$ cat src/rtl/evm_ballot_conditioner.sv
// Ballot front-end: synchronizes and debounces the three candidate buttons,
// runs the one-ballot-per-arming FSM and issues registered vote/error pulses.
module evm_ballot_conditioner #(
  parameter int DEBOUNCE_CYCLES = 4
) (
  input  logic       clk,
  input  logic       rst,
  input  logic [2:0] btn_candidate,
  input  logic       candidate_ready,
  input  logic       voting_session_done,
  output logic       vote_candidate_1,
  output logic       vote_candidate_2,
  output logic       vote_candidate_3,
  output logic       multi_press_error,
  output logic       armed,
  output logic       locked,
  output logic [7:0] ballots_issued
);

  typedef enum logic [1:0] {IDLE, ARMED, WAIT_RELEASE, LOCKED} state_t;

  localparam logic [7:0] CNT_LAST = 8'(DEBOUNCE_CYCLES - 1);

  logic [2:0] sync_p0, sync_p1;
  logic [2:0] deb_p2, deb_next;
  logic [7:0] cnt_p2 [3];
  logic [7:0] cnt_next [3];
  logic [2:0] press_p3;
  logic       press_any;
  state_t     state, state_next;
  logic [2:0] vote_next;
  logic       err_next;
  logic       count_inc;

  // Ballot counter saturates at full scale instead of wrapping.
  function automatic logic [7:0] sat_inc(input logic [7:0] v);
    return (v == 8'hFF) ? v : v + 8'd1;
  endfunction

  function automatic logic [1:0] ones3(input logic [2:0] v);
    return {1'b0, v[0]} + {1'b0, v[1]} + {1'b0, v[2]};
  endfunction

  // Stage p0/p1: two-flop synchronizer on the raw asynchronous buttons.
  always_ff @(posedge clk) begin
    if (rst) begin
      sync_p0 <= '0;
      sync_p1 <= '0;
    end else begin
      sync_p0 <= btn_candidate;
      sync_p1 <= sync_p0;
    end
  end

  // Debounce update: flip a button once it has disagreed for DEBOUNCE_CYCLES samples.
  always_comb begin
    deb_next = deb_p2;
    for (int i = 0; i < 3; i++) begin
      cnt_next[i] = 8'd0;
      if (sync_p1[i] != deb_p2[i]) begin
        if (cnt_p2[i] == CNT_LAST) begin
          deb_next[i] = sync_p1[i];
          cnt_next[i] = 8'd0;
        end else begin
          cnt_next[i] = cnt_p2[i] + 8'd1;
        end
      end
    end
  end

  // Stage p2/p3: debounced levels and the rising-edge press flags taken on the flip edge.
  always_ff @(posedge clk) begin
    if (rst) begin
      deb_p2   <= '0;
      press_p3 <= '0;
      for (int i = 0; i < 3; i++) cnt_p2[i] <= 8'd0;
    end else begin
      deb_p2   <= deb_next;
      press_p3 <= deb_next & ~deb_p2;
      for (int i = 0; i < 3; i++) cnt_p2[i] <= cnt_next[i];
    end
  end

  assign press_any = |press_p3;

  // FSM state register.
  always_ff @(posedge clk) begin
    if (rst) state <= IDLE;
    else     state <= state_next;
  end

  // Next state and ballot decision; session close overrides any decision.
  always_comb begin
    state_next = state;
    vote_next  = 3'b000;
    err_next   = 1'b0;
    count_inc  = 1'b0;
    if (voting_session_done) begin
      state_next = LOCKED;
    end else begin
      case (state)
        IDLE: begin
          if (candidate_ready) state_next = ARMED;
        end
        ARMED: begin
          if (press_any) begin
            state_next = WAIT_RELEASE;
            if (ones3(deb_p2) == 2'd1) begin
              vote_next = deb_p2;
              count_inc = 1'b1;
            end else begin
              err_next = 1'b1;
            end
          end
        end
        WAIT_RELEASE: begin
          if (deb_p2 == 3'b000) state_next = IDLE;
        end
        default: state_next = LOCKED;
      endcase
    end
  end

  // Stage p4: registered pulses and ballot count.
  always_ff @(posedge clk) begin
    if (rst) begin
      vote_candidate_1  <= 1'b0;
      vote_candidate_2  <= 1'b0;
      vote_candidate_3  <= 1'b0;
      multi_press_error <= 1'b0;
      ballots_issued    <= 8'd0;
    end else begin
      vote_candidate_1  <= vote_next[0];
      vote_candidate_2  <= vote_next[1];
      vote_candidate_3  <= vote_next[2];
      multi_press_error <= err_next;
      if (count_inc) ballots_issued <= sat_inc(ballots_issued);
    end
  end

  assign armed  = (state == ARMED);
  assign locked = (state == LOCKED);

endmodule

$ cat config.mk
export PLATFORM = sky130hd
export DESIGN_NAME = evm_ballot_conditioner
export DESIGN_NICKNAME = d
export VERILOG_FILES = /design/src/rtl/evm_ballot_conditioner.sv
export SDC_FILE = /design/constraint.sdc
export NUM_CORES = 1
export LEC_CHECK = 0
export ABC_CLOCK_PERIOD_IN_PS = 2810
export CORE_UTILIZATION = 55
export DETAILED_ROUTE_END_ITERATION = 7
export GPL_TIMING_DRIVEN = 1
export PLACE_DENSITY = 0.78
export RECOVER_POWER = 50
export SYNTH_ARGS = -nofsm -noshare
export SYNTH_HDL_FRONTEND = slang
export SYNTH_SLANG_ARGS = --single-unit
$ cat constraint.sdc
create_clock -name clk -period 2.81 [get_ports clk]
set_input_delay 0.281 -clock clk [delete_from_list [all_inputs] [get_ports clk]]
set_output_delay 0.281 -clock clk [all_outputs]
set_load 0.02 [all_outputs]
==> results of run 1 <==
==> worst max path at each step <==
stage	start	endpoint	slack, ns	cells past startpoint
detailed placement	deb_p2[0]	ballots_issued[7]	0.57	6
global route	deb_p2[0]	ballots_issued[7]	0.40	6
finish	deb_p2[0]	ballots_issued[7]	0.53	6
floorplan	deb_p2[0]	ballots_issued[7]	0.70	6
CTS	deb_p2[0]	ballots_issued[7]	0.55	6
global placement	deb_p2[0]	ballots_issued[5]	0.64	6
==> layout make-up <==
cell class	instances	share of cell area, %
Sequential cell	50	41.8
Multi-Input combinational cell	150	41.8
Timing Repair Buffer	22	8.68
Clock buffer	5	2.88
Tap cell	46	2.40
Inverter	10	1.57
Clock inverter	3	0.889
==> cells by family after synthesis <==
family,Yosys count,synth area share (%)
AND/OR/NAND/NOR,98,25.4
flip-flops,50,48.3
XOR/XNOR,23,9.73
AO/OA/AOI/OAI,16,5.74
buffers and inverters,15,3.08
adder cells (fa/ha/maj),9,5.80
multiplexers,4,1.93
==> layer usage <==
metal	global-route usage [%]	vias to the layer above
met5	0	-
met4	5.68	0
met3	5.07	2
met2	26.6	26
met1	25.1	664
li1	-	781
==> state kept, by name (all words and copies together), names as in the netlist <==
register,cells
ballots_issued,8
cnt_p2,24
deb_p2,3
multi_press_error,1
press_p3,3
state,2
sync_p0,3
sync_p1,3
vote_candidate_1,1
vote_candidate_2,1
vote_candidate_3,1
==> metrics by stage <==
step / hold slack [ns] / power, mW / worst slack [ns] / instance area, sq um
3_5_place_dp: 0.421 / 0.813 / 0.567 / 2320
4_1_cts: 0.442 / 1.21 / 0.545 / 2410
3_3_place_gp: 0.418 / 0.812 / 0.640 / 2320
2_1_floorplan: 0.409 / 0.786 / 0.701 / 2070
6_report: 0.440 / 1.20 / 0.527 / 2390
5_1_grt: 0.460 / 1.26 / 0.402 / 2390
==> cells in the final DEF (no fill, tap or decap) <==
cell type and count:
inv_1 10, a211oi_1 2, nor4_2 1, clkbuf_8 5
or4b_1 1, nor4_1 3, nor4b_1 2, mux2i_1 4
clkinv_2 1, o21ai_0 3, o221ai_1 1, nand4_1 2
clkinv_4 1, xor2_1 17, nor2b_1 6, a21oi_1 6
o31ai_1 3, or4_1 2, xnor2_1 6, nor3_1 3
dlygate4sd3_1 5, and3_1 10, or3_1 5, nor3b_1 1
clkbuf_1 2, nand4_2 1, and4bb_4 1, nor2_1 35
clkinvlp_4 1, clkdlybuf4s50_1 15, nand3_1 19, o211ai_4 1
dfxtp_1 50, and4b_2 1, ha_1 8, fa_1 1
nand2_1 5
==> power groups by stage <==
| stage | combinational (mW) | sequential, mW | clock [mW] |
|---|---|---|---|
| 3_5_place_dp | 0.0699 | 0.743 | 0 |
| 3_3_place_gp | 0.0689 | 0.743 | 0 |
| 6_report | 0.0661 | 0.726 | 0.408 |
| 2_1_floorplan | 0.0455 | 0.741 | 0 |
| 4_1_cts | 0.0702 | 0.726 | 0.415 |
| 5_1_grt | 0.0742 | 0.728 | 0.455 |
==> results.py, run 1 <==
metrics = {
    "worst_setup_path": {
        "cpMaxStageDelayCell": "or4_1",
        "critical_path_required_ns": 3.03,
        "critical_path.top_delay_family": "simple AND/OR/NAND/NOR gates",
        "rr_endpoint": "ballots_issued[7]",
        "crit_arrival_ns": 2.51,
        "cp-start-kind": "flip-flop",
        "path_class": "flip-flop to flip-flop",
        "critPathMaxStageDelay_ns": 0.54,
        "path_max_fanout": 10,
        "cp_cell_sequence": "inv_1, fa_1, and4bb_4, o211ai_4, or4_1, a21oi_1",
        "ff2ff_setup_slack_ns": 0.53,
        "reg2reg_from": "deb_p2[0]",
        "path_buf_inv": 1,
        "r2r_cells": 6,
        "endpoint_kind": "flip-flop",
    },
    "hold_path": {
        "worstHoldStart": "sync_p0[0]",
        "min_to": "sync_p1[0]",
        "hold_class": "flip-flop to flip-flop",
        "whs_path_depth": 1,
    },
    "cts": {
        "cts_made_buffers": 5,
        "post-cts-setup-buffers": 0,
        "ctsResizeCount": 0,
        "clk_pin_slew_ns": 0.09,
        "postCtsHoldBufs": 0,
        "cts.sinks": 50,
        "clk_latency_ns": 0.30,
        "cts-root-buf": "clkbuf_8",
        "ctsLongestPathBuffers": 2,
        "htree_levels": 2,
        "cts_tree": "built",
    },
    "final_layout": {
        "fillCellCount": 294,
        "final_util_pct": 69.0,
        "syn2layout_area_growth_pct": 15.6,
        "drive_gt1_share_pct": 5.42,
        "multi_input_area_sq_um": 1000,
        "finalNonFillerCells": 286,
        "regArea_sq_mm": 0.00100,
        "fin_nets": 255,
        "n_antenna_cell": 0,
    },
    "floorplanning": {
        "io-pin-count": 21,
        "initial_core_util_pct": 59.7,
        "dieArea_sq_mm": 0.00401,
        "core_sq_mm": 0.00347,
        "die_width_um": 63.4,
        "rows": 21,
        "fp.dieH_um": 63.4,
    },
    "synth": {
        "yosysSeqAreaShare_pct": 48.3,
        "yosysTopAreaCell": "dfxtp_1",
        "synthCells": 215,
        "synthDistinctLibCells": 33,
        "yosysMostFrequentCell": "dfxtp_1",
        "synth_area_leaders": "dfxtp_1 (48%), xor2_1 (7.2%), nor2_1 (6.3%)",
        "synthArstFlopShare_pct": 0,
        "syn_avg_cell_area_sq_um": 9.63,
        "synthFlopType": "dfxtp_1",
        "synth_edf_count": 0,
        "syn_nets": 231,
        "yosysTopAreaCellShare_pct": 48.3,
        "synth.ff_latch_count": 50,
        "netlist_area_sq_mm": 0.00207,
        "synth_common_cells": "dfxtp_1 (50), nor2_1 (35), nand3_1 (19), xor2_1 (17)",
        "synth_warnings": 0,
    },
    "sta": {
        "period_share_pct": 81.2,
        "drv_slew": 0,
        "tightest_slew_ns": 0.543,
        "finalSetupTns_ns": 0,
        "hold_viol": 0,
        "fin_skew_ns": 0.00588,
        "setup_violations": 0,
        "rsz0062_at_grt": "no",
        "period_minus_slack_ns": 2.28,
        "relSlewSlack_pct": 63.8,
        "clock.fmax_mhz": 438,
    },
    "global_route": {
        "overflow": 0,
        "grt_pass1_vias": 1345,
        "grtUsageTotal_pct": 17.9,
        "antenna_found_initial": 0,
        "grt_max_degree": 17,
        "grt_pass1_wl_um": 5730,
    },
    "routing": {
        "wl_met2_um": 1360,
        "top_layer_used": "met4",
        "drt_wl_total_um": 3210,
        "wl_per_cell_um": 11.2,
        "wl_met1_um": 1720,
        "drt-pass1-iter-count": 4,
        "vias": 1473,
        "dr_wl_met3_um": 121,
        "vias_per_cell": 5.15,
        "drtIter0Drc": 60,
        "antenna_left": 0,
        "drc": 0,
    },
    "placement": {
        "dpl.cell_count": 278,
        "portBuffers": 20,
        "place_hpwl_um": 2280,
        "routabilityCongestion": 0.795,
    },
    "outcome": {
        "status": "finished, final reports clean",
    },
    "power": {
        "ir_drop_mv": 0.325,
        "share_comb_of_total_power_pct": 5.5,
        "p_leak_nw": 0.919,
        "power_density_mw_per_mm2": 502,
        "netSwitchingFraction_pct": 23.0,
        "switchingPower_mw": 0.276,
        "pwr-share-seq_pct": 60.5,
        "p_int_mw": 0.924,
        "pwr-share-clk_pct": 34.0,
    },
    "run": {
        "maxCapViolCount": 0,
    },
}
(Power assumes the default switching activity.)
==> inputs of run 2 (changes only) <==
--- a/config.mk
+++ b/config.mk
@@ -5,11 +5,11 @@
 export SDC_FILE = /design/constraint.sdc
 export NUM_CORES = 1
 export LEC_CHECK = 0
-export ABC_CLOCK_PERIOD_IN_PS = 2810
-export CORE_UTILIZATION = 55
+export ABC_CLOCK_PERIOD_IN_PS = 1960
+export CORE_UTILIZATION = 50
 export DETAILED_ROUTE_END_ITERATION = 7
 export GPL_TIMING_DRIVEN = 1
-export PLACE_DENSITY = 0.78
+export PLACE_DENSITY = 0.74
 export RECOVER_POWER = 50
 export SYNTH_ARGS = -nofsm -noshare
 export SYNTH_HDL_FRONTEND = slang
==> constraint.sdc (replaced) <==
create_clock -name clk -period 1.96 [get_ports clk]
set_input_delay 0.196 -clock clk [delete_from_list [all_inputs] [get_ports clk]]
set_output_delay 0.196 -clock clk [all_outputs]
set_load 0.02 [all_outputs]
==> run 2 against run 1 <==
Compared with the run above: sequential share of layout area decreased by 1.4 points; combinational power is 57% higher; count of clock-buffer cells in the layout increased by 2; non-clock buffer count increased by 7; register-to-register slack got worse by 0.50 ns; core utilization decreased by 6.9 points; die area is 9.7% higher; total power up 41%.
==> results.py, run 2 (same netlist as run 1, synthesis figures left out) <==
metrics = {
    "outcome": {
        "status": "finished, final reports clean",
    },
    "final_layout": {
        "final_common_cell": "dfxtp_1",
        "final_cell_mix": "dfxtp_1 (47), nor2_1 (35), nand3_1 (19), clkdlybuf4s50_1 (19), xor2_1 (17)",
        "fin_nets": 263,
        "largestRegisters": "cnt_p2 x24, ballots_issued x8",
        "n_antenna_cell": 0,
        "syn2layout_area_growth_pct": 19.9,
        "drive_gt1_share_pct": 10.9,
        "largest_reg_flops": 24,
        "finalNonFillerCells": 297,
        "top_register": "cnt_p2",
    },
    "placement": {
        "routabilityCongestion": 0.765,
        "dpl.cell_count": 287,
        "dp_slack_ns": 0.0418,
        "place_hpwl_um": 2340,
        "portBuffers": 20,
    },
    "sta": {
        "relSlewSlack_pct": 79.3,
        "period_share_pct": 98.7,
        "fin_ws_ns": 0.0246,
        "clock.fmax_mhz": 517,
        "drv_slew": 0,
        "rsz0062_at_grt": "yes",
        "tightest_slew_ns": 0.310,
        "period_minus_slack_ns": 1.94,
        "setup_violations": 0,
        "fin_skew_ns": 0.00410,
        "hold_viol": 0,
    },
    "routing": {
        "drc": 0,
        "drt_wl_total_um": 3400,
        "drt-pass1-iter-count": 4,
        "vias": 1512,
        "wl_per_cell_um": 11.4,
        "drtIter0Drc": 61,
        "vias_per_cell": 5.09,
        "antenna_left": 0,
    },
    "floorplanning": {
        "io-pin-count": 21,
        "die_width_um": 66.4,
        "dieArea_sq_mm": 0.00440,
        "rows": 23,
        "core_sq_mm": 0.00400,
        "initial_core_util_pct": 51.8,
        "fp.dieH_um": 66.4,
    },
    "cts": {
        "cts-root-buf": "clkbuf_8",
        "cts_tree": "built",
        "ctsLongestPathBuffers": 2,
        "cts.sinks": 50,
        "clk_latency_ns": 0.29,
        "htree_levels": 2,
        "clk_pin_slew_ns": 0.08,
        "cts_made_buffers": 5,
    },
    "hold_path": {
        "hold_class": "flip-flop to flip-flop",
        "whs_path_depth": 1,
    },
    "worst_setup_path": {
        "cp_cell_sequence": "inv_2, fa_1, and4bb_4, o211ai_4, or4_4, a21oi_1",
        "critPathMaxStageDelay_ns": 0.48,
        "cpMaxStageDelayCell": "fa_1",
        "crit_arrival_ns": 2.17,
        "r2r_cells": 6,
        "critical_path_required_ns": 2.19,
        "path_class": "flip-flop to flip-flop",
        "path_max_fanout": 5,
        "endpoint_kind": "flip-flop",
        "cp-start-kind": "flip-flop",
    },
    "global_route": {
        "grt_max_degree": 29,
        "antenna_found_initial": 0,
        "grt_pass1_wl_um": 5550,
        "grtUsageTotal_pct": 16.8,
        "overflow": 0,
        "grt_pass1_vias": 1312,
    },
    "power": {
        "p_leak_nw": 0.963,
        "power_density_mw_per_mm2": 682,
        "ir_drop_mv": 0.539,
    },
    "run": {
        "maxCapViolCount": 0,
    },
}
==> run 2: cell count changes in the layout (fill, tap and decap cells not counted), moves of 2 or more <==
cell / before / now
buf_4: 0 / 8
dlygate4sd3_1: 5 / 1
dfxtp_2: 0 / 3
inv_1: 10 / 8
inv_2: 0 / 2
clkdlybuf4s50_1: 15 / 19
dfxtp_1: 50 / 47
==> run 2: worst paths after layout <==
path / slack (ns) / start / end
max: 0.02 / deb_p2[0] / ballots_issued[7]
min: 0.44 / sync_p0[2] / sync_p1[2]
max reg2reg: 0.02 / deb_p2[0] / ballots_issued[7]
min reg2reg: 0.44 / sync_p0[2] / sync_p1[2]
==> run 2: per-stage QoR <==
stage	setup TNS [ns]	instance area (sq um)	hold WS, ns	util, %	power [mW]
2_1_floorplan	0	2070	0.324	-	1.13
3_3_place_gp	0	2380	0.417	59.4	1.17
3_5_place_dp	0	2380	0.421	59.4	1.17
4_1_cts	0	2450	0.435	61.3	1.71
5_1_grt	-0.135	2480	0.436	62.1	1.78
6_report	0	2480	0.439	62.1	1.69
==> run 2: what timing repair did <==
action,in CTS,in global routing
setup endpoints to repair,0,4
hold buffers,0,0
resized for setup,0,2
setup buffers,0,2
==> run 2: worst max-delay path, delay by kind of cell, from the launching register on <==
family	cells	cell delay (ns)
flops	1	0.34
simple gates	2	0.78
compound gates	2	0.22
fa+ha+maj	1	0.48
buf+inv	1	0.05
==> run 2: power by group <==
part / leakage [nW] / switching, mW / internal, mW
combinational: 0.518 / 0.0523 / 0.0515
sequential: 0.406 / 0.0119 / 1.03
clock: 0.0383 / 0.303 / 0.246
total: 0.963 / 0.367 / 1.33
==> run 2: cell type report <==
type | instances | area (sq um)
inverter | 10 | 37.5
fill | 336 | 1520
tap | 50 | 62.6
clock buffer | 7 | 76.3
sequential | 50 | 1000
timing repair buffer | 29 | 280
multi-input combinational | 151 | 1020
==> run 2: routing by layer <==
metal	track usage, %	vias up	wire length, um
li1	-	804	-
met1	20.3	685	1690
met2	27.6	21	1570
met3	6.21	2	113
met4	5.59	0	19
met5	0	-	0
